$ cat src/rtl/bt_msg_pkg.sv
// Shared constants, state type and frame byte lookup for the rain-status
// Bluetooth message sequencer.
package bt_msg_pkg;

  localparam int unsigned LVL_W   = 2;
  localparam int unsigned BYTE_W  = 8;
  localparam int unsigned IDX_W   = 3;
  localparam int unsigned MSG_LEN = 8;

  localparam logic [BYTE_W-1:0] MSG_R  = 8'h52;
  localparam logic [BYTE_W-1:0] MSG_A  = 8'h41;
  localparam logic [BYTE_W-1:0] MSG_I  = 8'h49;
  localparam logic [BYTE_W-1:0] MSG_N  = 8'h4E;
  localparam logic [BYTE_W-1:0] MSG_EQ = 8'h3D;
  localparam logic [BYTE_W-1:0] MSG_D0 = 8'h30;
  localparam logic [BYTE_W-1:0] MSG_CR = 8'h0D;
  localparam logic [BYTE_W-1:0] MSG_LF = 8'h0A;

  typedef enum logic [1:0] {
    IDLE = 2'd0,
    LOAD = 2'd1,
    SEND = 2'd2
  } seq_state_e;

  // Byte idx of the frame "RAIN=<d>\r\n" for rain level lvl.
  function automatic logic [BYTE_W-1:0] msg_byte(input logic [IDX_W-1:0] idx,
                                                 input logic [LVL_W-1:0] lvl);
    logic [BYTE_W-1:0] b;
    b = MSG_R;
    case (idx)
      3'd0: b = MSG_R;
      3'd1: b = MSG_A;
      3'd2: b = MSG_I;
      3'd3: b = MSG_N;
      3'd4: b = MSG_EQ;
      3'd5: b = MSG_D0 + BYTE_W'(lvl);
      3'd6: b = MSG_CR;
      3'd7: b = MSG_LF;
      default: b = MSG_R;
    endcase
    return b;
  endfunction

endpackage

$ cat src/rtl/bt_rain_msg_sequencer_if.sv
// Byte handshake between the message sequencer and the UART transmitter.
interface bt_rain_msg_sequencer_if;
  import bt_msg_pkg::*;

  logic [BYTE_W-1:0] tx_data;
  logic              tx_en;
  logic              tx_done;

  modport master (output tx_data, output tx_en, input tx_done);
  modport slave  (input tx_data, input tx_en, output tx_done);
endinterface

$ cat src/rtl/rain_level_debouncer.sv
// Accepts a new rain level only after it has held for STABLE_CYCLES cycles;
// pulses change_pulse for one cycle when the accepted level changes.
module rain_level_debouncer
  import bt_msg_pkg::*;
#(
  parameter int unsigned STABLE_CYCLES = 1_000_000,
  parameter int unsigned CNT_W         = 26
) (
  input  logic             Clk,
  input  logic             Rst_n,
  input  logic [LVL_W-1:0] rain_level,
  output logic [LVL_W-1:0] stable_level,
  output logic             change_pulse
);

  localparam logic [CNT_W-1:0] STAB_LAST = CNT_W'(STABLE_CYCLES - 1);

  logic [LVL_W-1:0] cand_q, cand_d;
  logic [LVL_W-1:0] stable_q, stable_d;
  logic [CNT_W-1:0] stab_cnt_q, stab_cnt_d;
  logic             change_q, change_d;

  always_comb begin
    cand_d     = rain_level;
    stab_cnt_d = stab_cnt_q;
    stable_d   = stable_q;
    change_d   = 1'b0;
    if (rain_level != cand_q) begin
      stab_cnt_d = '0;
    end else if (stab_cnt_q != STAB_LAST) begin
      stab_cnt_d = stab_cnt_q + CNT_W'(1);
    end else if (cand_q != stable_q) begin
      stable_d = cand_q;
      change_d = 1'b1;
    end
  end

  always_ff @(posedge Clk or negedge Rst_n) begin
    if (!Rst_n) begin
      cand_q     <= '0;
      stable_q   <= '0;
      stab_cnt_q <= '0;
      change_q   <= 1'b0;
    end else begin
      cand_q     <= cand_d;
      stable_q   <= stable_d;
      stab_cnt_q <= stab_cnt_d;
      change_q   <= change_d;
    end
  end

  assign stable_level = stable_q;
  assign change_pulse = change_q;

endmodule

$ cat src/rtl/bt_rain_msg_sequencer.sv
// Sends "RAIN=<d>\r\n" byte-by-byte to the UART TX on a debounced level change,
// a heartbeat timeout or a force_send request.
module bt_rain_msg_sequencer
  import bt_msg_pkg::*;
#(
  parameter int unsigned HB_CYCLES     = 50_000_000,
  parameter int unsigned STABLE_CYCLES = 1_000_000,
  parameter int unsigned CNT_W         = 26
) (
  input  logic                    Clk,
  input  logic                    Rst_n,
  input  logic [LVL_W-1:0]        rain_level,
  input  logic                    force_send,
  bt_rain_msg_sequencer_if.master tx_if,
  output logic                    busy,
  output logic [BYTE_W-1:0]       frame_cnt
);

  localparam logic [CNT_W-1:0] HB_LAST  = CNT_W'(HB_CYCLES - 1);
  localparam logic [IDX_W-1:0] IDX_LAST = IDX_W'(MSG_LEN - 1);

  logic [LVL_W-1:0]  stable_level;
  logic              change_pulse;

  seq_state_e        state_q, state_d;
  logic [IDX_W-1:0]  idx_q, idx_d;
  logic [LVL_W-1:0]  snap_q, snap_d;
  logic              pending_q, pending_d;
  logic [CNT_W-1:0]  hb_cnt_q, hb_cnt_d;
  logic [BYTE_W-1:0] tx_data_q, tx_data_d;
  logic              tx_en_q, tx_en_d;
  logic              busy_q, busy_d;
  logic [BYTE_W-1:0] frame_cnt_q, frame_cnt_d;
  logic              hb_wrap;

  rain_level_debouncer #(
    .STABLE_CYCLES (STABLE_CYCLES),
    .CNT_W         (CNT_W)
  ) u_debounce (
    .Clk          (Clk),
    .Rst_n        (Rst_n),
    .rain_level   (rain_level),
    .stable_level (stable_level),
    .change_pulse (change_pulse)
  );

  // Next-state, heartbeat and pending-request merge.
  always_comb begin
    state_d     = state_q;
    idx_d       = idx_q;
    snap_d      = snap_q;
    tx_data_d   = tx_data_q;
    tx_en_d     = tx_en_q;
    busy_d      = busy_q;
    frame_cnt_d = frame_cnt_q;
    hb_wrap     = (hb_cnt_q == HB_LAST);
    hb_cnt_d    = hb_wrap ? '0 : hb_cnt_q + CNT_W'(1);
    pending_d   = pending_q | change_pulse | force_send | hb_wrap;

    case (state_q)
      IDLE: begin
        if (pending_q) begin
          // Frame start: restart heartbeat; only fresh events survive as a follow-up.
          state_d   = LOAD;
          pending_d = change_pulse | force_send;
          hb_cnt_d  = '0;
          snap_d    = stable_level;
          idx_d     = '0;
          busy_d    = 1'b1;
        end
      end
      LOAD: begin
        tx_data_d = msg_byte(idx_q, snap_q);
        tx_en_d   = 1'b1;
        state_d   = SEND;
      end
      SEND: begin
        if (tx_if.tx_done) begin
          if (idx_q == IDX_LAST) begin
            tx_en_d     = 1'b0;
            busy_d      = 1'b0;
            frame_cnt_d = frame_cnt_q + BYTE_W'(1);
            state_d     = IDLE;
          end else begin
            idx_d   = idx_q + IDX_W'(1);
            state_d = LOAD;
          end
        end
      end
      default: state_d = IDLE;
    endcase
  end

  always_ff @(posedge Clk or negedge Rst_n) begin
    if (!Rst_n) begin
      state_q     <= IDLE;
      idx_q       <= '0;
      snap_q      <= '0;
      pending_q   <= 1'b0;
      hb_cnt_q    <= '0;
      tx_data_q   <= '0;
      tx_en_q     <= 1'b0;
      busy_q      <= 1'b0;
      frame_cnt_q <= '0;
    end else begin
      state_q     <= state_d;
      idx_q       <= idx_d;
      snap_q      <= snap_d;
      pending_q   <= pending_d;
      hb_cnt_q    <= hb_cnt_d;
      tx_data_q   <= tx_data_d;
      tx_en_q     <= tx_en_d;
      busy_q      <= busy_d;
      frame_cnt_q <= frame_cnt_d;
    end
  end

  assign tx_if.tx_data = tx_data_q;
  assign tx_if.tx_en   = tx_en_q;
  assign busy          = busy_q;
  assign frame_cnt     = frame_cnt_q;

endmodule

$ cat src/flat_wrapper.sv
// flat-port wrapper written by rule: the top's interface ports become plain ports
module bt_rain_msg_sequencer_flat import bt_msg_pkg::*;
#(
  parameter int unsigned HB_CYCLES     = 50_000_000,
  parameter int unsigned STABLE_CYCLES = 1_000_000,
  parameter int unsigned CNT_W         = 26
)
  (Clk, Rst_n, rain_level, force_send, busy, frame_cnt, tx_if_tx_data, tx_if_tx_en, tx_if_tx_done);
  bt_rain_msg_sequencer_if tx_if_i ();
  input  logic Clk;
  input  logic Rst_n;
  input  logic [LVL_W-1:0] rain_level;
  input  logic force_send;
  output logic busy;
  output logic [BYTE_W-1:0] frame_cnt;
  output wire logic [$bits(tx_if_i.tx_data)-1:0] tx_if_tx_data;
  output wire logic [$bits(tx_if_i.tx_en)-1:0] tx_if_tx_en;
  input wire logic [$bits(tx_if_i.tx_done)-1:0] tx_if_tx_done;
  assign tx_if_tx_data = tx_if_i.tx_data;
  assign tx_if_tx_en = tx_if_i.tx_en;
  assign tx_if_i.tx_done = tx_if_tx_done;
  bt_rain_msg_sequencer #(.HB_CYCLES(HB_CYCLES), .STABLE_CYCLES(STABLE_CYCLES), .CNT_W(CNT_W)) u_core (.Clk(Clk), .Rst_n(Rst_n), .rain_level(rain_level), .force_send(force_send), .tx_if(tx_if_i), .busy(busy), .frame_cnt(frame_cnt));
endmodule
$ cat config.mk
export PLATFORM = sky130hd
export DESIGN_NAME = bt_rain_msg_sequencer_flat
export DESIGN_NICKNAME = d
export VERILOG_FILES = /design/src/rtl/bt_msg_pkg.sv /design/src/rtl/bt_rain_msg_sequencer_if.sv /design/src/rtl/rain_level_debouncer.sv /design/src/rtl/bt_rain_msg_sequencer.sv /design/src/flat_wrapper.sv
export SDC_FILE = /design/constraint.sdc
export NUM_CORES = 1
export LEC_CHECK = 0
export ABC_AREA = 1
export ABC_CLOCK_PERIOD_IN_PS = 2900
export CAP_MARGIN = 20
export CORE_MARGIN = 2
export CORE_UTILIZATION = 23
export DETAILED_ROUTE_END_ITERATION = 10
export PLACE_DENSITY = 0.46
export SYNTH_ARGS = -nofsm -noshare
export SYNTH_HDL_FRONTEND = slang
export SYNTH_SLANG_ARGS = --single-unit
$ cat constraint.sdc
create_clock -name Clk -period 2.9 [get_ports Clk]
set_input_delay 0.58 -clock Clk [delete_from_list [all_inputs] [get_ports Clk]]
set_output_delay 0.58 -clock Clk [all_outputs]
set_load 0.03 [all_outputs]
# == After elaboration in Yosys (flattened, before gate mapping) ==
# Cells that the tools add are included.
# totals
regBits,83
input_bits,6
output_inout_bits,18
word_cells,77
# op_classes
n_addsub,5
eq_ne,17
muxes,24
bitwise_logic,6
reduce_logical,12
# op_table
cell,n
2-to-1 mux 26 bit,5
case mux 8 bit (8 select lines),1
adder 26 x 1 -> 26 bit (second input constant),2
== test 26 bit (second input constant),1
inequality test 26 x 20 -> 1 bit (second input constant),1
== test 3 bit (second input constant),4
2-to-1 mux 1 bit,9
2-to-1 mux 3 bit,3
AND reduction 3 bit,3
adder 8 x 1 -> 8 bit (second input constant),1
AND reduction 4 bit,2
adder 6 x 2 -> 7 bit (first input constant),1
== test 3 x 2 -> 1 bit (second input constant),2
case mux 2 bit (3 select lines),1
case mux 3 bit (2 select lines),1
nonzero test 2 bit,3
2-to-1 mux 2 bit,2
inequality test 2 x 1 -> 1 bit (second input constant),2
inequality test 2 bit,2
inequality test 2 bit (second input constant),2
bitwise OR 1 bit,4
case mux 1 bit (2 select lines),2
AND reduction 2 bit,2
adder 3 x 1 -> 3 bit (second input constant),1
6 further kinds,7

# == Longest topological paths before layout ==
# Gate-level depths: netlist of the first run.
# depth
ltp_word,5
mapped_depth,9
depth_no_buf,9

# == Modules after synthesis ==
# Synthesis of the first run repeated with hierarchy kept, for this count alone.
# unflattened
cells_unflattened,633
hier_area_um2,4708.3
# by_module_without_submodules
module,n_inst,cells_each,area_each_um2,seq_area_each_um2
bt_rain_msg_sequencer,1,353,2767.7,1276.2
rain_level_debouncer,1,280,1940.6,775.7

# == Least setup slack after synthesis of the first run ==
# No wires, ideal clock.
# synth_timing
path_type,flip-flop to flip-flop
from,reg u_core.hb_cnt_q[0]
to,reg u_core.hb_cnt_q[18]
setup_time_ps,115
t_arrival_ps,1364
required_time_ps,2785
slack_ps,1421
path_stages_with_launch,10
path_buffers,1
period_less_slack_ps,1479
cell_sequence,dfrtp_1 ha_1 nand2_2 nor2_4 nand3_2 nor2_4 nand3_4 nand2_4 buf_12 nor2_2
# synth_via
elab_chain_cells,4
word_cells_on_any_way,5
cone_classes,add/sub: 1; eq/ne: 1; mux: 3
# synth_rtl
item,line_no,text
start: declaration,bt_rain_msg_sequencer.sv:29,"logic [CNT_W-1:0] hb_cnt_q, hb_cnt_d;"
start signal: assignment,bt_rain_msg_sequencer.sv:110,hb_cnt_q <= hb_cnt_d;
adder 26 x 1 -> 26 bit / == test 26 bit (equally long branches),"bt_rain_msg_sequencer.sv:57, bt_rain_msg_sequencer.sv:56",
2-to-1 mux 26 bit *,bt_rain_msg_sequencer.sv:57,hb_cnt_d = hb_wrap ? '0 : hb_cnt_q + CNT_W'(1);
2-to-1 mux 26 bit,bt_rain_msg_sequencer.sv:62,if (pending_q) begin
2-to-1 mux 26 bit *,bt_rain_msg_sequencer.sv:60,case (state_q)
via u_core.hb_cnt_d[18],bt_rain_msg_sequencer.sv:29,
# The timed path passes the listed nets; every way through them passes the cells marked *.
# A chain may end at the register's enable or synchronous reset.

# == Worst setup path in the final report of the first run ==
# layout_timing
from,reg u_core.frame_cnt_q[0] (netlist: u_core.frame_cnt[0])
to,out frame_cnt[0]
# layout_lines
item,line_no,text
start: declaration,bt_rain_msg_sequencer.sv:33,"logic [BYTE_W-1:0] frame_cnt_q, frame_cnt_d;"
start signal: assignment,bt_rain_msg_sequencer.sv:114,frame_cnt_q <= frame_cnt_d;
end: declaration,flat_wrapper.sv:15,output logic [BYTE_W-1:0] frame_cnt;
# No word-level cell between the ends.

==> flow_summary.toml, run 1 <==
[status]
outcome = "finished clean"

[grt]
grt_pass1_vias = 3681
grt.total_usage_pct = 11.2
grt_pass1_wl_um = 18100
grt_antenna_before_repair = 0
grt_max_degree = 45
grt_overflow = 0

[timing]
period_share_pct = 70.4
period_needed_ns = 2.04
drv_slew = 0
clock.fmax_mhz = 490
setup_viol = 0
fin_skew_ns = 0.00358
finalHoldViolations = 0
final.setup.tns_ns = 0
worst_pin_slew_ns = 0.664
max-slew-margin-rel_pct = 55.7
hold_ws_ns = 0.207
grt_setup_unrepaired = "false"

[worst_setup_path]
worst-path-buf-inv = 1
r2r_cells = 7
cp-start-kind = "register"
cp.arrival_ns = 1.46
worstPathMaxFanout = 4
crit_cells = 1
crit_slowest_cell = "clkdlybuf4s50_1"
cp_top_family = "buffers and inverters"
endpoint_kind = "output pin"
critPathMaxStageDelay_ns = 0.70
cp.required_ns = 2.32
worstSetupPathType = "register to output pin"
worstPathCellList = "clkdlybuf4s50_1"

[die]
die_h_um = 145
core_sq_mm = 0.0194
initial_core_util_pct = 23.4
die_area_sq_mm = 0.0209
die_x_um = 145
ios = 24
fp-row-count = 51

[clock_tree]
cts_buffers = 9
cts_tree = "built"
cts_buffer_depth = 2
cts-root-buf = "clkbuf_16"
post-cts-setup-buffer-count = 0
cts.reportedPaths.clkPinSlew_ns = 0.07
h-tree-depth = 3
ctsResizeCount = 0
clk_latency_ns = 0.34
clock_sinks = 82
ctsHoldBuffers = 0

[logic_synthesis]
synth_cell_type_count = 35
avgSynthCellArea_sq_um = 7.74
synth-warning-count = 0
seq_area_frac_synth_pct = 45.2
synth_top_area_share_pct = 45.2
ys_ff_latch = 82
synth_commonest_cells = "nand2_1 (155), nor2_1 (108), dfrtp_1 (82), nand3_1 (52), inv_1 (48)"
yosysMostFrequentCell = "nand2_1"
syn_area_sq_mm = 0.00454
yosys.area.top_type = "dfrtp_1"
synthFlopType = "dfrtp_1"
synthTopCellsByArea = "dfrtp_1 (45%), nand2_1 (13%), nor2_1 (8.9%)"
async_flop_share_pct = 100
syn-num-nets = 603
synthCells = 587
synth_edf_count = 0

[detailed_routing]
num_vias = 3644
firstDrtPassIters = 6
routed_wl_um = 10600
drtIter0Drc = 170
wl_per_cell_um = 12.0
antenna_left = 0
drc = 0
vias_per_cell = 4.11

[finish]
fill_cells = 2156
final_net_count = 633
final_cell_area_sq_mm = 0.00537
drive_above_1_share_pct = 9.16
diodes = 0
final_core_util_pct = 27.7
synthToLayoutAreaGrowth_pct = 18.1

[place]
portBuffers = 22
gp_congestion = 0.822
dp_hpwl_um = 8000
post_dp_cell_area_sq_mm = 0.00508

[power_and_ir_drop]
p_per_area_mw_per_mm2 = 570
finalPower_mw = 3.06
ir_drop_mv = 0.274
p_leak_nw = 2.27

[worst_hold_path]
hp-class = "primary input to asynchronous set/reset pin"

[job]
max_cap_viol_count = 0
## flip-flops by register name, summed over array words and instances, names as in the netlist
| register | count |
|---|---|
| u_core.u_debounce.stable_level | 2 |
| u_core.u_debounce.stab_cnt_q | 26 |
| u_core.state_q | 2 |
| u_core.frame_cnt | 8 |
| u_core.tx_if.tx_data | 7 |
| u_core.snap_q | 2 |
| u_core.u_debounce.change_pulse | 1 |
| u_core.idx_q | 3 |
| u_core.pending_q | 1 |
| u_core.busy | 1 |
| u_core.hb_cnt_q | 26 |
| u_core.u_debounce.cand_q | 2 |
| u_core.tx_if.tx_en | 1 |
## report_power, final
group / internal (mW) / switching, mW / leakage [nW]
registers: 1.23 / 0.0722 / 1.10
clock network: 0.614 / 0.503 / 0.141
logic: 0.206 / 0.429 / 1.03
## through the flow
stage | std cells | worst slack (ns)
floorplan | 587 | 1.42
global placement | 871 | 0.869
detailed placement | 871 | 0.827
CTS | 887 | 0.830
global route | 887 | 0.782
finish | 887 | 0.857
## cell type report
class	instances	area (sq um)	area share [%]
well taps	265	332	6.18
clock buffers	10	239	4.45
inverters	52	195	3.64
multi-input cells	448	2250	42.0
flip-flops and latches	82	2050	38.2
clock inverters	6	50.0	0.933
repair buffers	24	245	4.57
## cells by family (layout without fill, tap and decap cells)
kind of cell,count (synthesis),count (layout),synth area share [%]
flops,82,82,45.2
simple gates,377,377,36.9
other cells,1,1,0.0825
fa+ha+maj,10,10,2.75
buf+inv,57,92,5.29
compound gates,32,32,4.46
xor+xnor,28,28,5.40
## worst reg2reg max path, delay by kind of cell (launching register included)
family,cells,cell delay (ns)
flops,1,0.45
fa+ha+maj,1,0.23
simple gates,6,1.09
## worst paths after layout
| path | start | to | slack [ns] |
|---|---|---|---|
| min in group Clk | u_core.u_debounce.change_pulse$_DFF_PN0_ | u_core.pending_q$_DFF_PN0_ | 0.44 |
| max reg2reg | u_core.u_debounce.stab_cnt_q[0]$_DFFE_PN0P_ | u_core.u_debounce.change_pulse$_DFF_PN0_ | 1.06 |
| min reg2reg | u_core.u_debounce.change_pulse$_DFF_PN0_ | u_core.pending_q$_DFF_PN0_ | 0.44 |
| min | Rst_n | u_core.hb_cnt_q[5]$_DFF_PN0_ | 0.21 |
| max in group asynchronous | Rst_n | u_core.u_debounce.stab_cnt_q[9]$_DFFE_PN0P_ | 2.08 |
| max | u_core.frame_cnt[0]$_DFFE_PN0P_ | frame_cnt[0] | 0.86 |
## layout by cell type, fill, tap and decap left out, types with 2 or more instances in the layout
cell,count
nand2_1,155
nor2_1,108
dfrtp_1,82
nand3_1,52
inv_1,48
clkdlybuf4s50_1,21
xor2_1,17
nor3_1,16
nor2_2,13
xnor2_1,11
a21oi_1,10
ha_1,10
nand4_1,9
o21ai_0,9
clkbuf_16,9
nor2_4,8
nand2_2,6
a21o_1,4
or2_2,4
a22o_1,3
inv_2,2
and2_1,2
clkinv_1,2
clkinv_4,2
buf_4,2
## layer usage
metal	share of wire, %	track usage, %	vias up	wire, um
met2	48	18.7	39	5130
met4	1.8	3.53	0	193
met1	47	14.3	1671	4970
met5	0	0	-	0
li1	-	-	1920	-
met3	3.0	2.91	14	319
Power figures use the tool's default switching activity.
==> inputs of run 2 (changes only) <==
--- a/config.mk
+++ b/config.mk
@@ -6,12 +6,12 @@
 export NUM_CORES = 1
 export LEC_CHECK = 0
 export ABC_AREA = 1
-export ABC_CLOCK_PERIOD_IN_PS = 2900
+export ABC_CLOCK_PERIOD_IN_PS = 1800
 export CAP_MARGIN = 20
 export CORE_MARGIN = 2
 export CORE_UTILIZATION = 23
 export DETAILED_ROUTE_END_ITERATION = 10
-export PLACE_DENSITY = 0.46
+export PLACE_DENSITY = 0.47
 export SYNTH_ARGS = -nofsm -noshare
 export SYNTH_HDL_FRONTEND = slang
 export SYNTH_SLANG_ARGS = --single-unit
==> constraint.sdc (replaced) <==
create_clock -name Clk -period 1.8 [get_ports Clk]
set_input_delay 0.36 -clock Clk [delete_from_list [all_inputs] [get_ports Clk]]
set_output_delay 0.36 -clock Clk [all_outputs]
set_load 0.03 [all_outputs]
==> flow_summary.toml, run 2 (synthesis results as in run 1) <==
[status]
outcome = "finished clean"

[clock_tree]
cts_tree = "built"
h-tree-depth = 3
clk_latency_ns = 0.34
cts.reportedPaths.clkPinSlew_ns = 0.06
post-cts-setup-buffer-count = 0
cts_buffers = 9
cts_buffer_depth = 2
cts-root-buf = "clkbuf_16"
clock_sinks = 82

[worst_setup_path]
cp_top_family = "buffers and inverters"
critPathMaxStageDelay_ns = 0.68
r2r_cells = 8
cp.arrival_ns = 1.37
crit_slowest_cell = "clkdlybuf4s50_1"
worstPathMaxFanout = 2
r2r-end = "u_core.hb_cnt_q[11]$_DFF_PN0_"
worst-path-buf-inv = 1
r2r-start = "u_core.hb_cnt_q[0]$_DFF_PN0_"
cp-start-kind = "register"
rrSetupSlack_ns = 0.19
worstPathCellList = "clkdlybuf4s50_1"
worstSetupPathType = "register to output pin"
cp.required_ns = 1.44
endpoint_kind = "output pin"

[die]
core_sq_mm = 0.0194
initial_core_util_pct = 23.4
die_h_um = 145
die_x_um = 145
fp-row-count = 51
die_area_sq_mm = 0.0209
ios = 24

[power_and_ir_drop]
p_per_area_mw_per_mm2 = 891
finalPower_mw = 4.86
ir_drop_mv = 0.417
p_leak_nw = 2.38

[timing]
setup_viol = 0
hold_ws_ns = 0.438
period_share_pct = 96.4
setup_ws_ns = 0.0656
period_needed_ns = 1.73
finalHoldViolations = 0
grt_setup_unrepaired = "true"
final.setup.tns_ns = 0
fin_skew_ns = 0.00780
clock.fmax_mhz = 577
drv_slew = 0

[finish]
diodes = 0
drive_above_1_share_pct = 10.1
final_core_util_pct = 28.1
final_common_cell = "nand2_1"
final_net_count = 646
fill_cells = 2105
synthToLayoutAreaGrowth_pct = 20.0
final_cell_mix = "nand2_1 (155), nor2_1 (108), dfrtp_1 (82)"

[detailed_routing]
routed_wl_um = 10800
drtIter0Drc = 155
num_vias = 3726
firstDrtPassIters = 4
antenna_left = 0
drc = 0
vias_per_cell = 4.15
wl_per_cell_um = 12.0

[grt]
grt_max_degree = 26
grt.total_usage_pct = 11.2
grt_pass1_vias = 3665
grt_antenna_before_repair = 0
grt_overflow = 0
grt_pass1_wl_um = 18200

[place]
portBuffers = 22
dp_slack_ns = 0.0228
gp_congestion = 0.858
dp_hpwl_um = 8220

[worst_hold_path]
hold_start = "u_core.u_debounce.change_pulse$_DFF_PN0_"
hp-class = "register to register"
hold_depth = 2
holdPathEnd = "u_core.pending_q$_DFF_PN0_"

[job]
max_cap_viol_count = 0
run 2: cell count changes in the layout (fill, tap and decap cells not counted):
cell,previous run,this run
buf_4,2,13
clkdlybuf4s50_1,21,11
dlygate4sd2_1,0,6
dlymetal6s2s_1,0,4
clkbuf_1,0,2
clkinv_4,2,0
buf_12,1,2
clkbuf_8,1,2
clkinv_2,1,0
clkinvlp_4,1,0
dlygate4sd3_1,0,1
inv_6,1,0
inv_8,1,0
run 2: layer usage:
metal / wire length (um) / vias to the layer above / global-route usage (%) / share of wire, %
li1: - / 1950 / - / -
met1: 5140 / 1712 / 14.5 / 48
met2: 5040 / 49 / 18.1 / 47
met3: 382 / 15 / 2.75 / 3.5
met4: 221 / 0 / 4.45 / 2.1
met5: 0 / - / 0 / 0
run 2: through the flow:
step	cell area, sq um	instances
after floorplan	4540	587
after global placement	5180	883
after detailed placement	5180	883
after CTS	5440	897
after global routing	5450	897
final	5450	897
run 2: how the worst max path moves through the flow:
stage                                                start                                           end  slack, ns  depth (start not counted)
6_report               u_core.tx_if.tx_data[1]$_DFFE_PN0P_                              tx_if_tx_data[1]       0.07                          1
5_1_grt        u_core.u_debounce.stab_cnt_q[1]$_DFFE_PN0P_  u_core.u_debounce.stab_cnt_q[24]$_DFFE_PN0P_     -0.003                          8
4_1_cts                    u_core.frame_cnt[2]$_DFFE_PN0P_                                  frame_cnt[2]      0.004                          1
3_5_place_dp                                 rain_level[0]   u_core.u_debounce.stab_cnt_q[8]$_DFFE_PN0P_       0.02                          6
3_3_place_gp                                 rain_level[1]  u_core.u_debounce.stab_cnt_q[12]$_DFFE_PN0P_       0.06                          6
2_1_floorplan                 u_core.hb_cnt_q[0]$_DFF_PN0_                 u_core.hb_cnt_q[18]$_DFF_PN0_       0.32                          9
run 2: layout make-up:
class	instances	area [sq um]	area share, %
tap	265	332	6.08
inverter	52	195	3.58
clock buffer	13	260	4.77
multi-input combinational	448	2250	41.3
sequential	82	2050	37.6
timing repair buffer	37	360	6.61
run 2: repair_timing:
action,CTS,global route
pin swaps,0,0
hold buffers,1,0
endpoints found under the hold margin,21,0
setup endpoints to repair,6,5
resized for setup,6,4
run 2: power breakdown:
part | leakage [nW] | switching, mW | internal, mW | total [mW]
Combinational | 1.15 | 0.698 | 0.362 | 1.06
Clock | 0.128 | 0.707 | 0.988 | 1.70
Sequential | 1.10 | 0.116 | 1.99 | 2.10
==> inputs of run 3 (changes only) <==
--- a/config.mk
+++ b/config.mk
@@ -12,6 +12,7 @@
 export CORE_UTILIZATION = 23
 export DETAILED_ROUTE_END_ITERATION = 10
 export PLACE_DENSITY = 0.47
+export SKIP_LAST_GASP = 1
 export SYNTH_ARGS = -nofsm -noshare
 export SYNTH_HDL_FRONTEND = slang
 export SYNTH_SLANG_ARGS = --single-unit
==> results of run 3 <==
The final DEF is identical to that of run 2; final timing and power are the same.
